--- config.mk ---
export PLATFORM = sky130hd
export DESIGN_NAME = wb_sdram_arbiter
export DESIGN_NICKNAME = d
export VERILOG_FILES = /design/src/rtl/wb_arb_pkg.sv /design/src/rtl/rr_pick.sv /design/src/rtl/wb_sdram_arbiter.sv
export SDC_FILE = /design/constraint.sdc
export NUM_CORES = 1
export LEC_CHECK = 0
export CAP_MARGIN = 0
export CORE_AREA = 2 2 140 142
export DETAILED_ROUTE_END_ITERATION = 16
export DIE_AREA = 0 0 142 144
export HOLD_SLACK_MARGIN = 0.05
export PLACE_DENSITY_LB_ADDON = 0.1
export SLEW_MARGIN = 20
export SYNTH_ARGS = -nofsm -noshare
export SYNTH_HDL_FRONTEND = slang
export SYNTH_SLANG_ARGS = --single-unit
--- constraint.sdc ---
create_clock -name clk_i -period 2.2 [get_ports clk_i]
set_input_delay 0.44 -clock clk_i [delete_from_list [all_inputs] [get_ports clk_i]]
set_output_delay 0.44 -clock clk_i [all_outputs]
set_load 0.01 [all_outputs]
--- src/rtl/wb_arb_pkg.sv ---
// -----------------------------------------------------------------------------
// wb_arb_pkg
// Shared definitions for the Wishbone SDRAM arbiter:
//   arb_state_e  - arbiter FSM states (IDLE, GRANT, ABORT)
//   rr_next()    - round-robin scan helper. It returns the first requester found
//                  when scanning last+1, last+2, ... (mod n). It works on a vector
//                  sized to the largest supported master count, so any block can
//                  reuse it by zero-extending its request vector.
// -----------------------------------------------------------------------------
package wb_arb_pkg;

   typedef enum logic [1:0] {
      IDLE  = 2'd0,
      GRANT = 2'd1,
      ABORT = 2'd2
   } arb_state_e;

   localparam int MAX_MASTERS = 8;

   // Returns the index of the first set bit of req, scanning from last+1 with
   // wrap-around over n requesters. Returns 0 when req has no bit set; callers
   // qualify the result with |req.
   function automatic logic [2:0] rr_next(input logic [7:0] req,
                                          input logic [2:0] last,
                                          input int         n);
      logic [2:0] pick;
      logic       found;
      logic [2:0] cand;
      pick  = 3'd0;
      found = 1'b0;
      for (int i = 1; i <= MAX_MASTERS; i++) begin
         cand = 3'((int'(last) + i) % n);
         if ((i <= n) && !found && req[cand]) begin
            pick  = cand;
            found = 1'b1;
         end else begin
            pick  = pick;
            found = found;
         end
      end
      return pick;
   endfunction

endpackage

--- src/rtl/rr_pick.sv ---
// -----------------------------------------------------------------------------
// rr_pick
// Combinational round-robin priority picker.
// Ports:
//   req   in  N       request vector, one bit per master
//   last  in  GW      index of the master served most recently
//   idx   out GW      selected master (first requester after last, wrapping)
//   valid out 1       at least one request is present
// -----------------------------------------------------------------------------
module rr_pick
   import wb_arb_pkg::*;
#(
   parameter int N  = 3,
   parameter int GW = $clog2(N)
) (
   input  logic [N-1:0]  req,
   input  logic [GW-1:0] last,
   output logic [GW-1:0] idx,
   output logic          valid
);

   logic [2:0] pick;

   // Scan the requests starting just after the last served master.
   always_comb begin
      pick  = rr_next(8'(req), 3'(last), N);
      idx   = GW'(pick);
      valid = |req;
   end

endmodule

--- src/rtl/wb_sdram_arbiter.sv ---
// -----------------------------------------------------------------------------
// wb_sdram_arbiter
// Round-robin Wishbone arbiter that shares one cached SDRAM controller slave port
// among NMASTERS requesters. A grant is held for a whole bus cycle (cyc); a
// watchdog aborts cycles that the slave never acknowledges.
// Ports:
//   clk_i    in   1              system clock
//   rst_i    in   1              asynchronous reset, active low
//   m_cyc_i  in   NMASTERS       per-master cycle request
//   m_stb_i  in   NMASTERS       per-master strobe
//   m_we_i   in   NMASTERS       per-master write enable
//   m_sel_i  in   NMASTERS*DW/8  per-master byte selects, master k at [k*DW/8 +: DW/8]
//   m_adr_i  in   NMASTERS*AW    per-master address, master k at [k*AW +: AW]
//   m_dat_i  in   NMASTERS*DW    per-master write data, master k at [k*DW +: DW]
//   m_dat_o  out  DW             read data, broadcast to all masters
//   m_ack_o  out  NMASTERS       ack, granted master only
//   m_err_o  out  NMASTERS       one-cycle error pulse on watchdog abort
//   s_cyc_o  out  1              to cache: cycle
//   s_stb_o  out  1              to cache: strobe
//   s_we_o   out  1              to cache: write enable
//   s_sel_o  out  DW/8           to cache: byte selects
//   s_adr_o  out  AW             to cache: address
//   s_dat_o  out  DW             to cache: write data
//   s_dat_i  in   DW             from cache: read data
//   s_ack_i  in   1              from cache: ack
//   grant_o  out  clog2(NMASTERS) current / last granted master index
//   busy_o   out  1              arbiter not idle
// -----------------------------------------------------------------------------
module wb_sdram_arbiter
   import wb_arb_pkg::*;
#(
   parameter int NMASTERS = 3,
   parameter int AW       = 32,
   parameter int DW       = 32,
   parameter int TIMEOUT  = 1024
) (
   input  logic                         clk_i,
   input  logic                         rst_i,
   input  logic [NMASTERS-1:0]          m_cyc_i,
   input  logic [NMASTERS-1:0]          m_stb_i,
   input  logic [NMASTERS-1:0]          m_we_i,
   input  logic [NMASTERS*(DW/8)-1:0]   m_sel_i,
   input  logic [NMASTERS*AW-1:0]       m_adr_i,
   input  logic [NMASTERS*DW-1:0]       m_dat_i,
   output logic [DW-1:0]                m_dat_o,
   output logic [NMASTERS-1:0]          m_ack_o,
   output logic [NMASTERS-1:0]          m_err_o,
   output logic                         s_cyc_o,
   output logic                         s_stb_o,
   output logic                         s_we_o,
   output logic [DW/8-1:0]              s_sel_o,
   output logic [AW-1:0]                s_adr_o,
   output logic [DW-1:0]                s_dat_o,
   input  logic [DW-1:0]                s_dat_i,
   input  logic                         s_ack_i,
   output logic [$clog2(NMASTERS)-1:0]  grant_o,
   output logic                         busy_o
);

   localparam int GW  = $clog2(NMASTERS);
   localparam int SW  = DW / 8;
   localparam int WDW = (TIMEOUT > 1) ? $clog2(TIMEOUT) : 1;
   // Watchdog value on which an un-acked strobe is aborted.
   localparam logic [WDW-1:0] WD_LAST = WDW'(TIMEOUT - 1);

   arb_state_e          state, state_next;
   logic [GW-1:0]       grant, grant_next;
   logic [GW-1:0]       last, last_next;
   logic [WDW-1:0]      wdog, wdog_next;
   logic [NMASTERS-1:0] err, err_next;
   logic [GW-1:0]       pick_idx;
   logic                pick_valid;
   logic                timeout_hit;

   logic [AW-1:0]       adr_arr [NMASTERS];
   logic [DW-1:0]       dat_arr [NMASTERS];
   logic [SW-1:0]       sel_arr [NMASTERS];

   rr_pick #(
      .N  (NMASTERS),
      .GW (GW)
   ) u_pick (
      .req   (m_cyc_i),
      .last  (last),
      .idx   (pick_idx),
      .valid (pick_valid)
   );

   // Unpack the per-master buses so the grant index can select them directly.
   always_comb begin
      for (int k = 0; k < NMASTERS; k++) begin
         adr_arr[k] = m_adr_i[k*AW +: AW];
         dat_arr[k] = m_dat_i[k*DW +: DW];
         sel_arr[k] = m_sel_i[k*SW +: SW];
      end
   end

   // Timeout fires only on a live, un-acked strobe that has waited TIMEOUT cycles;
   // an ack arriving on that same cycle takes precedence.
   always_comb begin
      timeout_hit = (TIMEOUT > 0) && (state == GRANT) && s_stb_o && !s_ack_i
                    && (wdog == WD_LAST);
   end

   // Next-state, grant/last bookkeeping and error pulse generation.
   always_comb begin
      state_next = state;
      grant_next = grant;
      last_next  = last;
      err_next   = {NMASTERS{1'b0}};
      case (state)
         IDLE: begin
            if (pick_valid) begin
               state_next = GRANT;
               grant_next = pick_idx;
            end else begin
               state_next = IDLE;
            end
         end
         GRANT: begin
            // Master ending its cycle takes priority over a coincident timeout.
            if (!m_cyc_i[grant]) begin
               state_next = IDLE;
               last_next  = grant;
            end else if (timeout_hit) begin
               state_next      = ABORT;
               err_next[grant] = 1'b1;
            end else begin
               state_next = GRANT;
            end
         end
         ABORT: begin
            if (!m_cyc_i[grant]) begin
               state_next = IDLE;
               last_next  = grant;
            end else begin
               state_next = ABORT;
            end
         end
         default: begin
            state_next = IDLE;
         end
      endcase
   end

   // Watchdog counts consecutive un-acked strobe cycles.
   always_comb begin
      if (TIMEOUT == 0) begin
         wdog_next = {WDW{1'b0}};
      end else if (s_ack_i || !s_stb_o || timeout_hit) begin
         wdog_next = {WDW{1'b0}};
      end else begin
         wdog_next = wdog + {{(WDW-1){1'b0}}, 1'b1};
      end
   end

   // State, grant, round-robin pointer, watchdog and error registers.
   always_ff @(posedge clk_i or negedge rst_i) begin
      if (!rst_i) begin
         state <= IDLE;
         grant <= {GW{1'b0}};
         last  <= GW'(NMASTERS - 1);
         wdog  <= {WDW{1'b0}};
         err   <= {NMASTERS{1'b0}};
      end else begin
         state <= state_next;
         grant <= grant_next;
         last  <= last_next;
         wdog  <= wdog_next;
         err   <= err_next;
      end
   end

   // Slave-side mux and ack routing. The mux follows the granted master live,
   // so s_cyc_o drops in the same cycle the master releases m_cyc_i.
   always_comb begin
      s_cyc_o = 1'b0;
      s_stb_o = 1'b0;
      s_we_o  = 1'b0;
      s_sel_o = {SW{1'b0}};
      s_adr_o = {AW{1'b0}};
      s_dat_o = {DW{1'b0}};
      m_ack_o = {NMASTERS{1'b0}};
      m_dat_o = s_dat_i;
      if (state == GRANT) begin
         s_cyc_o        = m_cyc_i[grant];
         s_stb_o        = m_stb_i[grant];
         s_we_o         = m_we_i[grant];
         s_sel_o        = sel_arr[grant];
         s_adr_o        = adr_arr[grant];
         s_dat_o        = dat_arr[grant];
         m_ack_o[grant] = s_ack_i;
      end else begin
         // IDLE and ABORT present an idle bus; late slave acks are dropped.
         m_ack_o = {NMASTERS{1'b0}};
      end
   end

   assign m_err_o = err;
   assign grant_o = grant;
   assign busy_o  = (state != IDLE);

endmodule

==> impl_results.md, run 1 <==
- Row count: 51
- Synth top area share: 0.211
- First-pass GRT wire length: 26100 um
- Synth warn: 0
- DRC viols: 0
- Initial core utilization: 0.181
- CP max stage cell: dfrtp_4
- R2R Setup Slk: 0.16 ns
- Cells along the critical path: buf_12 -> buf_12 -> buf_12 -> buf_6 -> mux2i_4 -> o21ai_1 -> and2_1 -> buf_6
- Setup tns final: -0.194 ns
- Vias/cell: 4.35
- Slew HR: 0.746
- CTS H-tree depth: 1
- CP arrival: 1.85 ns
- Pleak: 3.04 nW
- Final WS setup: -0.0927 ns
- Pwr/cell area: 1090 mW/mm^2
- Top_reg_cell synth: dfrtp_1
- Avg WL per Cell: 18.7 um
- Top cells by count, synth: 81 x nand2_1, 73 x mux2i_1, 71 x and2_1, 71 x o21ai_0, 42 x buf_4
- Initial antenna violation count: 1
- Clock Sinks: 19
- Grt ovf: 0
- Sequential-to-total area share from yosys stat: 0.138
- CP top delay family: buffers and inverters
- DP Wirelength: 14600 um
- Vias post-DR: 4393
- Layout cells sized above 1: 0.228
- Max-Cap Viols: 0
- WL final: 18900 um
- Post-synth cell types: 48
- Synth top area cells: mux2i_1 21%, dfrtp_1 13%, and2_1 13%
- Worst-Skew Late Latency: 0.25 ns
- Detailed-router iteration count before antenna repair: 4
- Layout Nets: 1032
- Largest net degree at the start of global routing: 53
- Register bit total from synthesis: 19
- Layout Skew: 0.00628 ns
- Yosys top cell by area: mux2i_1
- CTS tree: done
- Number of synthesized flops with an enable pin: 0
- Post-CTS Hold Buffers: 0
- Hold WC Path Type: flop to flop
- Unrepaired setup endpoints after global routing: yes
- CP Launch Type: flop
- Worst EP required: 1.76 ns
- Total CTS buffers: 3
- Min Tclk post-route: 2.29 ns
- Die X: 142 um
- Clock Pin Slew Worst Setup and Hold Paths: 0.05 ns
- Fin cells: 1009
- Placed insts: 977
- Avg Cell Area, Syn: 7.27 sq um
- GRT Util Overall: 0.165
- Slew @ Worst Pin: 0.376 ns
- Area grow syn2layout: 105%
- Most Frequent Cell on Critical Path: buf_12
- CP max stage delay: 0.51 ns
- Max VDD drop: 0.419 mV
- Port Buffer Count: 295
- Fin. max-slew vios: 0
- Count leader, synth: nand2_1
- Final period utilization: 1.04
- Initial DRC count: 138
- Hold WS: 0.495 ns
- Core footprint: 0.0191 sq mm
- Failing checks: setup timing
- Clock Path Buffers: 2
- Async S/R FF share, synth: 1.00
- Cell area after synthesis: 0.00346 sq mm
- GPL Wtd Cong: 0.814
- Final ANT Viol Nets: 0
- N_diodes: 0
- Post-Synthesis Cells: 476
- Die Area: 0.0204 sq mm
- Number of global-route vias before repair: 4272
- CP Class: flop to output pin
- # setup viols final: 4
- Worst Setup End Kind: output pin
- Max FO, Critical Path: 7
- Clock root buffer: clkbuf_16
- Final hold viol count: 0
- Outcome: finished with violations
- Die height: 144 um
- Achievable Freq: 0.436 GHz
- IO Pins: 360
- Syn Nets: 736
- Buf/Inv on CP: 5
logic make-up (layout without fill, tap and decap cells):
logic type | count (synthesis) | after routing | synth area share
adders and majority gates | 12 | 12 | 0.0434
muxes | 77 | 77 | 0.226
AOI/OAI and AO/OA | 88 | 88 | 0.145
buffers and inverters | 75 | 370 | 0.133
DFF | 19 | 19 | 0.138
and+or+nand+nor | 198 | 198 | 0.297
xor gates and xnor gates | 7 | 7 | 0.0177
routing by layer:
| metal | global-route usage | vias up | wire (um) |
|---|---|---|---|
| met3 | 0.0440 | 20 | 1470 |
| met5 | 0 | - | 13 |
| li1 | - | 2169 | - |
| met2 | 0.299 | 159 | 9630 |
| met1 | 0.197 | 2043 | 7490 |
| met4 | 0.0326 | 2 | 290 |
state kept, by name (all words and copies together), names as in the netlist:
register and cells:
wdog 10, m_err_o 3, last 2, grant_o 2, state 2
cell usage in the layout (no fill, tap or decap), types with 8 or more instances in the layout:
| cell | instances |
|---|---|
| buf_12 | 15 |
| buf_2 | 49 |
| mux2i_1 | 64 |
| inv_1 | 8 |
| dfrtp_1 | 16 |
| o21ai_0 | 38 |
| nand2_1 | 74 |
| and2_1 | 71 |
| clkdlybuf4s50_1 | 221 |
| buf_4 | 32 |
| buf_6 | 25 |
| nor2_1 | 16 |
| ha_1 | 11 |
| o21ai_1 | 32 |
through the flow:
step	total power, mW	area (sq um)	setup WS, ns	util
global placement	6.61	6680	-0.257	0.350
CTS	7.21	6800	-0.125	0.356
global route	8.29	7090	-0.150	0.371
detailed placement	6.65	6680	-0.240	0.350
finish	7.72	7090	-0.0927	0.371
floorplan	3.62	3460	0.247	-
worst reg2reg max path: cells and delay by family (launching register included):
family | cells | cell delay, ns
DFF | 1 | 0.56
AOI/OAI and AO/OA | 2 | 0.45
adders and majority gates | 1 | 0.31
buffers and inverters | 2 | 0.26
and+or+nand+nor | 1 | 0.18
muxes | 1 | 0.14
where the power goes:
group,switching (mW),internal [mW],total [mW]
Clock,0.132,0.244,0.376
Combinational,3.16,3.69,6.85
Sequential,0.0788,0.421,0.500
path summary, 6_finish.rpt:
| check | startpoint | end | depth (start not counted) |
|---|---|---|---|
| worst min register to register | wdog[0]$_DFF_PN0_ | wdog[0]$_DFF_PN0_ | 1 |
| worst min-delay path | wdog[0]$_DFF_PN0_ | wdog[0]$_DFF_PN0_ | 1 |
| worst max-delay path | grant_o[0]$_DFFE_PN0N_ | s_adr_o[24] | 8 |
| min in group asynchronous | rst_i | m_err_o[0]$_DFF_PN0_ | 2 |
| max in group asynchronous | rst_i | last[1]$_DFFE_PN1P_ | 2 |
| worst max register to register | last[1]$_DFFE_PN1P_ | grant_o[1]$_DFFE_PN0N_ | 7 |
final cells by class:
type                    count  area [sq um]
inverters                   8          30.0
multi-input cells         382          2630
flip-flops and latches     19           482
fillers                  1990         12000
clock buffers               3          75.1
well taps                 238           298
clock inverters             1          5.00
repair buffers            358          3570
repair_timing:
action | 4_1_cts | 5_1_grt
buffers inserted | 12 | 11
setup endpoints to repair | 74 | 67
gates resized for setup | 309 | 87
cloned | 4 | 3
pin swaps | 4 | 35
(Power assumes the default switching activity.)
==> run 2, diff against run 1 <==
CAP_MARGIN = default   (was 0)
==> results of run 2 <==
Same layout as run 1: the final DEF is identical, and so are final timing and power.
==> run 3, diff against run 2 <==
CORE_AREA = 10 10 132 134   (was 2 2 140 142)
==> run 3 against run 2 <==
Compared with the run above:
- the run still ends with setup timing left
- global-route usage is 1.5 points higher
- utilization rose by 9.4 points
- clock power rose by 3%
==> impl_results.md, run 3 (synthesis gave the netlist of run 1 again) <==
- Outcome: finished with violations
- Failing checks: setup timing
- WL final: 20800 um
- Final Util: 0.466
- Commonest non-fill, non-tap cell in the layout: clkdlybuf4s50_1
- Power share of the combinational group: 0.883
- # setup viols final: 9
- Worst EP required: 1.76 ns
- N_diodes: 0
- Achievable Freq: 0.447 GHz
- Switch share: 0.447
- DP Wirelength: 16300 um
- CP Launch Type: flop
- Internal power: 4.18 mW
- Cells along the critical path: nor2b_4 -> buf_6 -> clkbuf_16 -> nand2_1 -> o21ai_0 -> and2_1 -> clkdlybuf4s15_2
- Max-Cap Viols: 0
- Die height: 144 um
- Max FFs per register: 10
- Final hold viol count: 0
- Die Area: 0.0204 sq mm
- Slew HR: 0.703
- First-pass GRT wire length: 28800 um
- NetSw: 3.38 mW
- Core footprint: 0.0149 sq mm
- Reg with most FFs: wdog
- Max VDD drop: 0.439 mV
- Design Area, Final: 0.00692 sq mm
- CTS H-tree depth: 1
- Min Tclk post-route: 2.24 ns
- Max FO, Critical Path: 5
- CP max stage delay: 0.52 ns
- CP max stage cell: dfrtp_4
- CP arrival: 1.80 ns
- Initial core utilization: 0.233
- Initial antenna violation count: 0
- Number of global-route vias before repair: 4285
- Slew @ Worst Pin: 0.445 ns
- Clock Path Buffers: 2
- Clock Sinks: 19
- Vias/cell: 4.58
- Clock Pin Slew Worst Setup and Hold Paths: 0.06 ns
- Row count: 45
- Hold WC Path Type: input port to async pin
- Final ANT Viol Nets: 0
- CP startpoint: grant_o[0]$_DFFE_PN0N_
- Clock share of power: 0.051
- Largest net degree at the start of global routing: 60
- Initial DRC count: 200
- Clock root buffer: clkbuf_16
- IO Pins: 360
- Pleak: 2.98 nW
- Area after DPL: 0.00656 sq mm
- Pwr/cell area: 1090 mW/mm^2
- Power Total: 7.56 mW
- Avg WL per Cell: 21.8 um
- Layout cells sized above 1: 0.223
- CTS tree: done
- Vias post-DR: 4372
- Final WS setup: -0.0396 ns
- Fin cells: 954
- Layout Nets: 1027
- Pre-CTS setup slack: -0.233 ns
- DRC viols: 0
- GPL Wtd Cong: 0.818
- Worst-Skew Late Latency: 0.26 ns
- Worst flop-to-flop path startpoint: grant_o[0]$_DFFE_PN0N_
- Placed insts: 926
- GRT Util Overall: 0.181
- Hold WS: 0.484 ns
- CP Class: flop to output pin
- Grt ovf: 0
- Final period utilization: 1.02
- Layout Skew: 0.00191 ns
- Most frequent cells in the layout: 221 x clkdlybuf4s50_1, 76 x nand2_1, 69 x and2_1
- Detailed-router iteration count before antenna repair: 4
- Port Buffer Count: 295
- Flop pwr share: 0.065
- Die X: 142 um
- Worst Setup End Kind: output pin
- Area grow syn2layout: 100%
- Total CTS buffers: 3
- Setup tns final: -0.133 ns
- Unrepaired setup endpoints after global routing: yes
- Post-CTS Hold Buffers: 0
- Fin. max-slew vios: 0
run 3: per-layer routing:
metal,GRT usage,vias up,part of all wire,wire length (um)
met5,0,-,0,0
met4,0.0140,0,0.0027,57
met3,0.0436,7,0.068,1420
met2,0.326,168,0.52,10900
met1,0.219,2034,0.41,8460
li1,-,2163,-,-
run 3: worst paths after layout:
kind	end	slack [ns]	cells past startpoint
hold reg to reg	wdog[0]$_DFF_PN0_	0.49	1
min in group clk_i	wdog[0]$_DFF_PN0_	0.49	1
setup / recovery	s_adr_o[9]	-0.04	7
hold / removal	wdog[5]$_DFF_PN0_	0.48	1
max in group asynchronous	last[1]$_DFFE_PN1P_	1.18	2
setup reg to reg	last[0]$_DFFE_PN0P_	0.24	7
run 3: cell type report:
cell class	count	area, sq um
fill	1462	7940
timing repair buffer	353	3490
multi-input combinational	382	2610
sequential	19	482
tap	188	235
clock buffer	3	75.1
inverter	8	30.0
clock inverter	1	5.00
run 3: power groups by stage:
stage	clock network, mW	registers [mW]	logic (mW)
6_report	0.387	0.494	6.67
5_1_grt	0.420	0.507	7.16
4_1_cts	0.393	0.495	6.06
3_5_place_dp	0	0.498	6.01
3_3_place_gp	0	0.492	5.99
2_1_floorplan	0	0.480	3.13
run 3: worst max-delay path, delay by kind of cell, from the launching register on:
family / cells / cell delay [ns]
buffers and inverters: 3 / 0.57
AND/OR/NAND/NOR: 3 / 0.38
flip-flops: 1 / 0.52
AO/OA/AOI/OAI: 1 / 0.06
run 3: timing repair:
action,4_1_cts,5_1_grt
cloned,4,4
buffers inserted,9,7
resized for setup,266,118
endpoints found under the setup margin,74,63
pin swaps,3,24
